[config.mk]
export PLATFORM = sky130hd
export DESIGN_NAME = pipe_stage_chain
export DESIGN_NICKNAME = d
export VERILOG_FILES = /design/src/rtl/pipe_stage_chain.sv
export SDC_FILE = /design/constraint.sdc
export NUM_CORES = 1
export LEC_CHECK = 0
export CORE_ASPECT_RATIO = 1.75
export CORE_MARGIN = 2
export CORE_UTILIZATION = 34
export DETAILED_ROUTE_END_ITERATION = 10
export GPL_TIMING_DRIVEN = 0
export PLACE_DENSITY = 0.68
export SLEW_MARGIN = 20
export SYNTH_ARGS = -nofsm -noshare
export SYNTH_HDL_FRONTEND = slang
export SYNTH_SLANG_ARGS = --single-unit
[constraint.sdc]
create_clock -name clk -period 12.7 [get_ports clk]
set_input_delay 2.54 -clock clk [delete_from_list [all_inputs] [get_ports clk]]
set_output_delay 2.54 -clock clk [all_outputs]
set_load 0.01 [all_outputs]
[src/rtl/pipe_stage_chain.sv]
// pipe_stage_chain: DEPTH-stage valid/ready register chain whose bubbles collapse under back-pressure.
// Optional macro PIPE_STAGE_CHAIN_PERF_EN adds the saturating perf_stall_cycles counter port.
module pipe_stage_chain #(
    parameter int unsigned      WIDTH      = 32,
    parameter int unsigned      DEPTH      = 2,
    parameter logic [WIDTH-1:0] RESET_DATA = '0
) (
    input  logic                         clk,
    input  logic                         reset,
    input  logic                         stall,
    input  logic                         flush,
    input  logic [DEPTH-1:0]             kill,
    input  logic                         in_valid,
    output logic                         in_ready,
    input  logic [WIDTH-1:0]             in_data,
    output logic                         out_valid,
    input  logic                         out_ready,
    output logic [WIDTH-1:0]             out_data,
    output logic [$clog2(DEPTH+1)-1:0]   occupancy
`ifdef PIPE_STAGE_CHAIN_PERF_EN
    ,
    output logic [31:0]                  perf_stall_cycles
`endif
);

    localparam int unsigned OCC_W = $clog2(DEPTH + 1);

    logic [DEPTH-1:0] valid_q;
    logic [WIDTH-1:0] data_q [DEPTH];
    logic [DEPTH-1:0] live;
    logic [DEPTH-1:0] adv;
    logic [DEPTH-1:0] nxt_valid;
    logic [WIDTH-1:0] nxt_data [DEPTH];

    always_comb begin
        live = valid_q & ~kill;
    end

    // A stage may move when it is empty or everything downstream of it moves.
    always_comb begin
        adv = '0;
        adv[DEPTH-1] = !live[DEPTH-1] || out_ready;
        for (int unsigned i = 0; i + 1 < DEPTH; i++) begin
            adv[DEPTH-2-i] = !live[DEPTH-2-i] || adv[DEPTH-1-i];
        end
    end

    always_comb begin
        nxt_valid = '0;
        for (int unsigned i = 0; i < DEPTH; i++) begin
            nxt_data[i] = RESET_DATA;
        end
        nxt_valid[0] = in_valid;
        nxt_data[0]  = in_valid ? in_data : RESET_DATA;
        for (int unsigned i = 1; i < DEPTH; i++) begin
            nxt_valid[i] = live[i-1];
            nxt_data[i]  = live[i-1] ? data_q[i-1] : RESET_DATA;
        end
    end

    always_ff @(posedge clk) begin
        if (reset || flush) begin
            valid_q <= '0;
            for (int unsigned i = 0; i < DEPTH; i++) begin
                data_q[i] <= RESET_DATA;
            end
        end else if (!stall) begin
            for (int unsigned i = 0; i < DEPTH; i++) begin
                if (adv[i]) begin
                    valid_q[i] <= nxt_valid[i];
                    data_q[i]  <= nxt_data[i];
                end else begin
                    valid_q[i] <= live[i];
                end
            end
        end
    end

    always_comb begin
        in_ready  = adv[0] && !stall && !flush && !reset;
        out_valid = live[DEPTH-1] && !stall && !flush;
        out_data  = data_q[DEPTH-1];
    end

    always_comb begin
        occupancy = '0;
        for (int unsigned i = 0; i < DEPTH; i++) begin
            occupancy = occupancy + OCC_W'(valid_q[i]);
        end
    end

`ifdef PIPE_STAGE_CHAIN_PERF_EN
    // Counts frozen cycles and cycles where a live output is refused; flush does not clear it.
    always_ff @(posedge clk) begin
        if (reset) begin
            perf_stall_cycles <= '0;
        end else if ((stall || (live[DEPTH-1] && !out_ready && !flush))
                     && (perf_stall_cycles != '1)) begin
            perf_stall_cycles <= perf_stall_cycles + 32'd1;
        end
    end
`endif

endmodule

==> impl_metrics.csv <==
group,metric,value,unit
timing,whs,0.597,ns
worst_setup_path,rr_worst_depth,3,
placed_design,portBuffers,75,
global_routing,globalRouteTotalUtil,0.133,
timing,fin_crit,7.17,ns
placed_design,finalWeightedCongestion,0.758,
synthesis,seq_area_frac_synth,0.523,
synthesis,synth-seq-cells,66,
drt,antenna_left,0,
worst_setup_path,critical_path.startpoint_type,"input port",
drt,viasPerCell,4.69,
power,p_leak,1.81,nW
timing,fin_tns_setup,0,ns
clock_tree,clkSlewWorstSetupHoldPaths,0.05,ns
clock_tree,clk_latency,0.33,ns
synthesis,ys.flop_type,"edfxtp_1",
synthesis,yosys_warnings,0,
synthesis,netlist_instances,267,
floorplanning,die_w,83.4,um
placed_design,place_hpwl,5610,um
timing,fin_crit_sh,0.565,
drt,drc,0,
clock_tree,h-tree-depth,3,
layout,n_antenna_cell,0,
worst_setup_path,worstPathMaxFanout,10,
drt,detail_route.wl_per_cell,14.7,um
worst_setup_path,rrSetupSlack,10.94,ns
clock_tree,cts_hold_buf,0,
floorplanning,die_h,143,um
drt,first_pass_iters,4,
synthesis,syn_nets,308,
timing,rsz0062_at_grt,"false",
synthesis,yosysUniqueCellTypes,26,
floorplanning,fp-row-count,50,
worst_setup_path,end_kind,"output port",
synthesis,async_reset_ff_frac,0,
synthesis,synth_enable_flop_cells,64,
power,total_power,0.000563,W
worst_setup_path,crit_type,"input port to output port",
floorplanning,ioPinCount,76,
run_status,status,"finished clean",
timing,max_freq,139,MHz
worst_setup_path,rr_endpoint,"data_q[0][25]$_SDFFCE_PN0P_",
floorplanning,start_util,0.351,
layout,areaGrowthSynthToFinish,34.6,%
min_path,worstHoldPathCells,1,
drt,drtIter0Drc,68,
global_routing,overflow,0,
timing,slew_violations,0,
clock_tree,clock_sinks,66,
global_routing,first_global_vias,2481,
layout,nets,397,
min_path,min-delay-start,"valid_q[1]$_SDFFE_PP0N_",
power,powerDensity,112,nW/um^2
layout,drive_gt1_frac,0.363,
worst_setup_path,required,10.16,ns
worst_setup_path,r2r_start,"valid_q[0]$_SDFFE_PP0N_",
job,cap_violations,0,
clock_tree,cts_tree,"done",
timing,slew_headroom,0.336,
power,max-vdd-ir-drop,0.0000816,V
min_path,worstHoldEndpoint,"valid_q[1]$_SDFFE_PP0N_",
clock_tree,clockRootBuffer,"clkbuf_16",
clock_tree,cts_buffers,9,
global_routing,grt_max_degree,25,
timing,hold_viol_final,0,
global_routing,grt_pass1_wl,12100,um
floorplanning,die_area,11900,sq um
worst_setup_path,cp.arrival,4.63,ns
floorplanning,core,10700,sq um
synthesis,netlist_area,3750,sq um
min_path,hold_path_class,"flip-flop to flip-flop",
clock_tree,post_cts_buffers,0,
drt,wl,7230,um
synthesis,syn_area_per_cell,14.0,sq um
timing,setup_viol,0,
timing,fin_worst_skew,0.00623,ns
timing,worst_pin_slew,0.996,ns
drt,via_count,2305,
clock_tree,clockBufferDepth,2,
layout,utilization,0.472,
global_routing,grt_antenna_before_repair,0,
clock_tree,ctsResizeCount,0,
-- report_power, final --
group	total (W)	leakage, nW	switching, W	internal, W
logic	0.0000541	0.899	0.0000260	0.0000280
clock network	0.000259	0.153	0.0000878	0.000171
registers	0.000250	0.759	0.00000266	0.000247
-- cell usage after synthesis (2+ instances only) --
cell type	instances	area, sq um
buf_1	4	15.0
inv_1	65	244
clkbuf_1	4	15.0
a211oi_2	30	375
edfxtp_1	64	1920
a2111oi_4	12	330
buf_6	6	67.6
buf_2	9	45.0
a211oi_1	2	15.0
a2111oi_0	3	26.3
dfxtp_1	2	40.0
a2111oi_2	18	270
buf_4	34	255
nor4b_1	2	17.5
-- sequential cells by signal, indices dropped and copies added (netlist names) --
register and flops:
data_q 64, valid_q 2
-- logic make-up after synthesis --
| group | Yosys count | share of synthesized area |
|---|---|---|
| buf+inv | 122 | 0.171 |
| compound gates | 70 | 0.282 |
| flops | 66 | 0.523 |
| simple gates | 7 | 0.0180 |
| mux | 1 | 0.00300 |
| fa+ha+maj | 1 | 0.00334 |
-- routing by layer --
metal  GRT usage  wire [um]  vias to the layer above
met3      0.0301        283                       14
met4      0.0656        153                        0
met1       0.125       2490                     1111
met5           0          0                        -
met2       0.263       4300                       58
li1            -          -                     1122
-- worst max-delay path by stage --
stage | start | to
final | kill[0] | in_ready
after global routing | kill[0] | in_ready
after CTS | kill[0] | in_ready
after detailed placement | kill[0] | in_ready
after global placement | stall | data_q[0][45]$_SDFFCE_PN0P_
after floorplan | out_ready | in_ready
-- per-stage QoR --
| stage | std cells | cell area [sq um] | worst slack [ns] |
|---|---|---|---|
| final | 491 | 5050 | 5.53 |
| after global routing | 491 | 5050 | 5.41 |
| after CTS | 491 | 5050 | 5.50 |
| after detailed placement | 475 | 4740 | 5.50 |
| after global placement | 472 | 4660 | 5.35 |
| after floorplan | 267 | 3750 | 6.53 |
-- critical path, stage by stage --
cell             delay [ns]
clkdlybuf4s50_1        0.54
nor4b_2                0.08
buf_2                  0.21
buf_4                  0.22
a2111oi_0              0.41
clkdlybuf4s50_1        0.62
-- layout by cell type (no fill, tap or decap), types with 2 or more instances in the layout --
| cell type | instances |
|---|---|
| clkbuf_1 | 6 |
| nor4b_1 | 2 |
| clkinv_2 | 2 |
| buf_8 | 2 |
| buf_6 | 6 |
| a2111oi_0 | 3 |
| buf_2 | 9 |
| a211oi_2 | 30 |
| a211oi_1 | 2 |
| inv_1 | 65 |
| a2111oi_4 | 12 |
| dfxtp_1 | 2 |
| clkbuf_16 | 9 |
| buf_4 | 34 |
| a2111oi_2 | 18 |
| bufinv_16 | 2 |
| edfxtp_1 | 64 |
| buf_1 | 4 |
| clkdlybuf4s50_1 | 75 |
-- final cells by class --
cell class                 count  area [sq um]
inverter                      65           244
timing repair buffer          78           808
fill                         947          5650
tap                          130           163
clock buffer                  11           233
buffer                        57           398
multi-input combinational     79          1160
clock inverter                 5          78.8
sequential                    66          1960
Power figures use the tool's default switching activity.
